<file path="config.mk">
export PLATFORM = sky130hd
export DESIGN_NAME = kws_host_link
export DESIGN_NICKNAME = d
export VERILOG_FILES = /design/src/rtl/kws_host_link.sv
export SDC_FILE = /design/constraint.sdc
export NUM_CORES = 1
export LEC_CHECK = 0
export BUFFER_PORTS_ARGS = -buffer_cell sky130_fd_sc_hd__buf_2
export CORE_ASPECT_RATIO = 1.25
export CORE_MARGIN = 3
export CORE_UTILIZATION = 55
export DETAILED_ROUTE_END_ITERATION = 6
export GPL_ROUTABILITY_DRIVEN = 0
export GPL_TIMING_DRIVEN = 0
export PLACE_DENSITY_LB_ADDON = 0.15
export SLEW_MARGIN = 20
export SYNTH_ARGS = -nofsm -noshare
export SYNTH_HDL_FRONTEND = slang
export SYNTH_SLANG_ARGS = --single-unit
export TNS_END_PERCENT = 30
</file>
<file path="constraint.sdc">
create_clock -name clk -period 2.75 [get_ports clk]
set_clock_uncertainty 0.15 [all_clocks]
set_input_delay 0.825 -clock clk [delete_from_list [all_inputs] [get_ports clk]]
set_output_delay 0.825 -clock clk [all_outputs]
set_load 0.05 [all_outputs]
</file>
<file path="src/rtl/kws_host_link.sv">
// Host link for the keyword-spotting core: serialises host words onto the core's load pins,
// starts the core, then deserialises its serial result into a host-facing valid/ready word.
module kws_host_link #(
  parameter int unsigned WORD_W    = 64,
  parameter int unsigned NUM_WORDS = 4,
  parameter int unsigned TIMEOUT   = 4096
) (
  input  logic              clk,
  input  logic              reset,
  input  logic              in_valid,
  output logic              in_ready,
  input  logic [WORD_W-1:0] in_data,
  output logic              kws_serial_data_in,
  output logic              kws_serial_load_enable,
  output logic              kws_start_computation,
  input  logic              kws_serial_data_out,
  input  logic              kws_computation_done,
  output logic              res_valid,
  input  logic              res_ready,
  output logic [WORD_W-1:0] res_data,
  output logic              busy,
  output logic              timeout_err
);

  localparam int unsigned BitW = $clog2(WORD_W);
  localparam int unsigned TmoW = $clog2(TIMEOUT + 1);

  typedef enum logic [2:0] {
    StIdle, StLoad, StNext, StStart, StWaitDone, StCapture, StResult
  } state_e;

  state_e            state_q, state_d;
  logic [WORD_W-1:0] load_sr_q, load_sr_d;
  logic [WORD_W-1:0] res_q, res_d;
  logic [BitW-1:0]   bit_cnt_q, bit_cnt_d;
  logic [7:0]        word_cnt_q, word_cnt_d;
  logic [TmoW-1:0]   tmo_cnt_q, tmo_cnt_d;
  logic              done_prev_q;
  logic              in_ready_q, in_ready_d;
  logic              sdi_q, sdi_d;
  logic              load_en_q, load_en_d;
  logic              start_q, start_d;
  logic              res_valid_q, res_valid_d;
  logic              busy_q, busy_d;
  logic              tmo_err_q, tmo_err_d;
  logic              done_rise;
  logic [8:0]        word_inc;
  logic              last_word;

  assign done_rise = kws_computation_done & ~done_prev_q;
  // Nine bits so the compare against NUM_WORDS happens before the counter could wrap.
  assign word_inc  = {1'b0, word_cnt_q} + 9'd1;
  assign last_word = (word_inc == 9'(NUM_WORDS));

  always_comb begin
    state_d     = state_q;
    load_sr_d   = load_sr_q;
    res_d       = res_q;
    bit_cnt_d   = bit_cnt_q;
    word_cnt_d  = word_cnt_q;
    tmo_cnt_d   = tmo_cnt_q;
    sdi_d       = 1'b0;
    load_en_d   = 1'b0;
    start_d     = 1'b0;
    res_valid_d = res_valid_q;
    tmo_err_d   = tmo_err_q;

    unique case (state_q)
      StIdle, StNext: begin
        // in_ready_q gates the accept so the first cycle after reset release is not an accept.
        if (in_valid && in_ready_q) begin
          sdi_d     = in_data[WORD_W-1];
          load_sr_d = {in_data[WORD_W-2:0], 1'b0};
          load_en_d = 1'b1;
          bit_cnt_d = '0;
          state_d   = StLoad;
          if (state_q == StIdle) begin
            tmo_err_d  = 1'b0;
            word_cnt_d = '0;
          end
        end
      end
      StLoad: begin
        if (bit_cnt_q == BitW'(WORD_W - 1)) begin
          word_cnt_d = word_inc[7:0];
          start_d    = last_word;
          state_d    = last_word ? StStart : StNext;
        end else begin
          bit_cnt_d = bit_cnt_q + BitW'(1);
          sdi_d     = load_sr_q[WORD_W-1];
          load_sr_d = {load_sr_q[WORD_W-2:0], 1'b0};
          load_en_d = 1'b1;
        end
      end
      StStart: begin
        tmo_cnt_d = '0;
        state_d   = StWaitDone;
      end
      StWaitDone: begin
        if (done_rise) begin
          res_d     = {res_q[WORD_W-2:0], kws_serial_data_out};
          bit_cnt_d = '0;
          state_d   = StCapture;
        end else if (tmo_cnt_q == TmoW'(TIMEOUT - 1)) begin
          tmo_err_d = 1'b1;
          state_d   = StIdle;
        end else begin
          tmo_cnt_d = tmo_cnt_q + TmoW'(1);
        end
      end
      StCapture: begin
        res_d = {res_q[WORD_W-2:0], kws_serial_data_out};
        if (bit_cnt_q == BitW'(WORD_W - 2)) begin
          res_valid_d = 1'b1;
          state_d     = StResult;
        end else begin
          bit_cnt_d = bit_cnt_q + BitW'(1);
        end
      end
      StResult: begin
        if (res_ready) begin
          res_valid_d = 1'b0;
          state_d     = StIdle;
        end
      end
      default: state_d = StIdle;
    endcase

    in_ready_d = (state_d == StIdle) || (state_d == StNext);
    busy_d     = (state_d != StIdle);
  end

  always_ff @(posedge clk or negedge reset) begin
    if (!reset) begin
      state_q     <= StIdle;
      load_sr_q   <= '0;
      res_q       <= '0;
      bit_cnt_q   <= '0;
      word_cnt_q  <= '0;
      tmo_cnt_q   <= '0;
      done_prev_q <= 1'b0;
      in_ready_q  <= 1'b0;
      sdi_q       <= 1'b0;
      load_en_q   <= 1'b0;
      start_q     <= 1'b0;
      res_valid_q <= 1'b0;
      busy_q      <= 1'b0;
      tmo_err_q   <= 1'b0;
    end else begin
      state_q     <= state_d;
      load_sr_q   <= load_sr_d;
      res_q       <= res_d;
      bit_cnt_q   <= bit_cnt_d;
      word_cnt_q  <= word_cnt_d;
      tmo_cnt_q   <= tmo_cnt_d;
      done_prev_q <= kws_computation_done;
      in_ready_q  <= in_ready_d;
      sdi_q       <= sdi_d;
      load_en_q   <= load_en_d;
      start_q     <= start_d;
      res_valid_q <= res_valid_d;
      busy_q      <= busy_d;
      tmo_err_q   <= tmo_err_d;
    end
  end

  assign in_ready               = in_ready_q;
  assign kws_serial_data_in     = sdi_q;
  assign kws_serial_load_enable = load_en_q;
  assign kws_start_computation  = start_q;
  assign res_valid              = res_valid_q;
  assign res_data               = res_q;
  assign busy                   = busy_q;
  assign timeout_err            = tmo_err_q;

endmodule

</file>
; Yosys cells after proc, flatten, opt, wreduce, memory -nomap -nowiden
; Cells that the tools add are included.
[word_totals]
ff_bits = 166
in_bits = 70
out_inout_bits = 71
wordCells = 101
[classes]
addsub = 3
eq_ne = 22
n_mux = 41
n_bitwise = 2
n_reduce_logical = 19
[ops]
columns = operator, n
row1 = $pmux W64 S2, 2
row2 = $mux W64, 3
row3 = $mux W13, 2
row4 = $pmux W13 S2, 1
row5 = $mux W6, 4
row6 = $mux W8, 3
row7 = $pmux W6 S4, 1
row8 = $ne A2 B2 Y1 const B, 11
row9 = $mux W3, 6
row10 = $pmux W3 S6, 1
row11 = $pmux W8 S2, 1
row12 = $add A13 B1 Y13 const B, 1
row13 = $eq A13 B12 Y1 const B, 1
row14 = $mux W1, 13
row15 = $eq A6 B6 Y1 const B, 2
row16 = $reduce_and A5 Y1, 2
row17 = $reduce_bool A2 Y1, 5
row18 = $add A8 B1 Y9 const B, 1
row19 = $eq A3 B2 Y1 const B, 3
row20 = $eq A3 B3 Y1 const B, 3
row21 = $eq A9 B3 Y1 const B, 1
row22 = $reduce_and A3 Y1, 3
row23 = $pmux W1 S2, 4
row24 = $add A6 B1 Y6 const B, 1
row25 = 11 further kinds, 12

; Depth between registers and ports, before layout
[depth]
depth_word = 7
mapped_depth = 7
ltp_nobuf = 6

; Worst setup path before layout
; Ideal clock, no wire load.
[synth_path]
kind = in2reg
from = in kws_computation_done
to = reg res_q[0], in the netlist res_data[0]
setup_time_ns = 0.125
arrival_time_ns = 2.175
path_slack_ns = 0.300
path_stages = 5
path_cell_list = nor2b_1 > o21ai_0 > clkbuf_1 > clkbuf_1 > mux2_2
[synth_between]
elab_chain_len = 3
[synth_rtl]
columns = item, line_no
row1 = "start, declared", 17  ; input logic kws_computation_done,
row2 = $and A1 B1 Y1, 50  ; assign done_rise = kws_computation_done & ~done_prev_q;
row3 = $ne A2 B2 Y1 (no source line), --
row4 = $reduce_and A2 Y1 (no source line), --
row5 = "end signal, assigned", 152  ; res_q <= res_d;
row6 = "end, declared", 34  ; logic [WORD_W-1:0] res_q, res_d;
; No other way between the ends.
; A chain may end at the register's enable or synchronous reset.

; Worst setup path in the final report
[layout_path]
from = in kws_computation_done
to = reg res_q[51], in the netlist res_data[51]
; Same word-level chain as after synthesis.

==> results.py <==
metrics = {
    "layout": {
        "final_nets": 901,
        "area_growth_syn_to_layout_pct": 20.5,
        "final_cell_area_um2": 8940,
        "diodes": 0,
        "n_fill_cell": 1033,
        "drive_above_1_share": 0.377,
        "post-route-util": 0.691,
        "fin_cells": 1008,
    },
    "setup_path": {
        "crit_top_cell": "clkbuf_1",
        "required_ns": 2.90,
        "critPathMaxFanout": 10,
        "crit_path_cell_trace": "buf_2 > nor2b_1 > o21ai_0 > clkbuf_1 > clkbuf_1 > mux2_2",
        "cpLargestDelayFamily": "buffers and inverters",
        "crit_start": "kws_computation_done",
        "crit_buf_inv": 3,
        "worstPathArrival_ns": 2.76,
        "endpoint_kind": "flop",
        "critical_path_class": "input port to flop",
        "max_stage_delay_ns": 0.48,
        "cp_slowest_cell": "clkbuf_1",
        "r2r-start": "state_q[2]",
        "start_kind": "input port",
    },
    "global_route": {
        "grt_antenna_before_repair": 0,
        "track_usage": 0.220,
        "grt_max_degree": 104,
        "grt-ovfl-total": 0,
        "grt_pass1_vias": 5513,
        "grt_pass1_wl_um": 25700,
    },
    "sta": {
        "worst_slew_pin_slew_ns": 0.818,
        "fin_crit_ns": 2.61,
        "finalHoldViolations": 0,
        "tns_ns": 0,
        "fmax_mhz": 383,
        "setup_viol": 0,
        "slew_viol_final": 0,
        "post-route-period-util": 0.949,
        "rsz0062_at_grt": "false",
        "relSlewSlack": 0.450,
    },
    "drt": {
        "viasPerCell": 5.32,
        "via_count": 5359,
        "ant_nets": 0,
        "wire_per_inst_um": 15.4,
        "drc": 0,
        "drt-pass1-iter-count": 4,
        "routed_wl_um": 15500,
        "drt_iter0_drc": 212,
    },
    "power": {
        "power_density_nw_per_um2": 1030,
        "ir_drop_uv": 556,
        "power_leakage_nw": 4.67,
    },
    "logic_synthesis": {
        "yosysUniqueCellTypes": 49,
        "netlist_instances": 667,
        "yosys.area.top_type": "dfrtp_1",
        "synthTopCellsByArea": "dfrtp_1 (56%), mux2_2 (19%), nand2_1 (10%), clkbuf_1 (1.2%), mux2i_1 (0.94%)",
        "synth_edf_count": 0,
        "avgSynthCellArea_um2": 11.1,
        "syn_nets": 741,
        "synth_top_flop_cell": "dfrtp_1",
        "synth_top_area_frac": 0.556,
        "synthArstFlopShare": 1.00,
        "yosysSeqAreaShare": 0.556,
        "synth_area_um2": 7420,
        "yosys_register_bits": 165,
        "yosysWarnings": 0,
    },
    "cts": {
        "clock_latency_ns": 0.42,
        "cts_max_level": 4,
        "cts.sinks": 165,
        "clk_pin_slew_ns": 0.06,
        "cts_tree": "yes",
        "cts_hold_buf": 0,
        "cts_buffers": 17,
        "clockBufferDepth": 2,
        "postCtsResizedCells": 0,
        "cts-root-buf": "clkbuf_16",
        "cts_setup_buffers": 0,
    },
    "placed_design": {
        "place_area_um2": 8370,
        "port_buffers": 140,
        "dp_hpwl_um": 10900,
        "dp_cells": 976,
    },
    "die": {
        "die_h_um": 136,
        "die_area_um2": 14900,
        "start_util": 0.573,
        "fp.coreArea_um2": 12900,
        "ioPinCount": 141,
        "dieWidth_um": 110,
        "placementRows": 46,
    },
    "job": {
        "drv_cap": 0,
    },
    "worst_hold_path": {
        "worstHoldPathType": "input port to asynchronous set/reset pin",
    },
    "run_status": {
        "status": "finished clean",
    },
}
-- power breakdown --
group          internal, mW  switching, mW  leakage [nW]
Sequential             3.11          0.403          2.14
Combinational          1.58           1.87          2.27
Clock                  1.33          0.946         0.267
Total                  6.01           3.22          4.67
-- cells by family after synthesis --
group / after synthesis / share of synthesized area
xor gates and xnor gates: 4 / 0.00472
DFF: 165 / 0.556
AOI/OAI and AO/OA: 47 / 0.0438
adders and majority gates: 4 / 0.00674
and+or+nand+nor: 271 / 0.162
buffers and inverters: 42 / 0.0241
muxes: 134 / 0.202
-- cells in the mapped netlist, drive strengths merged (3+ instances only) --
| cell type | instances |
|---|---|
| a21oi | 8 |
| a22o | 4 |
| and3 | 3 |
| and4 | 3 |
| buf | 12 |
| clkbuf | 23 |
| dfrtp | 165 |
| ha | 4 |
| inv | 7 |
| mux2 | 127 |
| mux2i | 7 |
| nand2 | 207 |
| nand2b | 4 |
| nand3 | 13 |
| nand3b | 3 |
| nor2 | 5 |
| nor2b | 5 |
| nor3 | 3 |
| nor3b | 5 |
| nor4 | 3 |
| o211ai | 5 |
| o21ai | 8 |
| o311ai | 3 |
| o31ai | 8 |
| or3 | 3 |
| or4 | 5 |
| xor2 | 3 |
-- layout make-up --
class | instances | area [µm²] | area share
tap | 168 | 210 | 0.0235
clock buffer | 23 | 478 | 0.0534
clock inverter | 9 | 95.1 | 0.0106
multi-input combinational | 460 | 3110 | 0.348
buffer | 35 | 153 | 0.0171
timing repair buffer | 141 | 738 | 0.0826
inverter | 7 | 26.3 | 0.00294
sequential | 165 | 4130 | 0.462
-- worst register-to-register path: cells and delay by family (launching register included) --
kind | cells | cell delay [ns]
buffers and inverters | 3 | 1.13
flip-flops | 1 | 0.39
multiplexers | 1 | 0.40
AO/OA/AOI/OAI | 1 | 0.14
AND/OR/NAND/NOR | 1 | 0.16
-- flip-flops by register name, indices dropped and copies added (netlist names) --
register	count
bit_cnt_q	6
busy	1
done_prev_q	1
in_ready	1
kws_serial_data_in	1
kws_serial_load_enable	1
kws_start_computation	1
load_sr_q	63
res_data	64
res_valid	1
state_q	3
timeout_err	1
tmo_cnt_q	13
word_cnt_q	8
-- routing by layer --
| metal | GRT usage | up-vias | routed length, µm | share of wire |
|---|---|---|---|---|
| met3 | 0.0865 | 13 | 1130 | 0.073 |
| met2 | 0.364 | 115 | 7870 | 0.51 |
| met4 | 0.0665 | 0 | 155 | 0.010 |
| met5 | 0 | - | 0 | 0 |
| li1 | - | 2601 | - | - |
| met1 | 0.263 | 2630 | 6340 | 0.41 |
-- cell usage in the layout (no fill, tap or decap), drive strengths merged, types with 4 or more instances in the layout --
master	n
ha	4
nand3	13
o211ai	5
mux2i	7
nand2	207
nor3b	5
mux2	127
clkinvlp	4
dfrtp	165
buf	153
a21oi	8
nor2b	5
o31ai	8
nand2b	4
nor2	5
or4	5
a22o	4
o21ai	8
inv	9
clkbuf	46
-- path summary, 6_finish.rpt --
path                                 end  slack (ns)  cells after the start
min                         tmo_cnt_q[6]        0.18                      1
min reg2reg                 tmo_cnt_q[5]        0.35                      1
max in group asynchronous  load_sr_q[48]        1.42                      2
max                         res_data[51]        0.14                      6
min in group clk            tmo_cnt_q[5]        0.35                      1
max reg2reg                 res_data[51]        0.26                      6
-- per-stage QoR --
stage	hold slack (ns)	total power [mW]	setup WS (ns)
2_1_floorplan	0.295	6.19	0.300
3_3_place_gp	0.316	6.80	-1.65
3_5_place_dp	0.337	7.03	-0.318
4_1_cts	0.187	9.35	0.117
5_1_grt	0.197	9.88	0.0102
6_report	0.177	9.23	0.139
(Power assumes the default switching activity.)
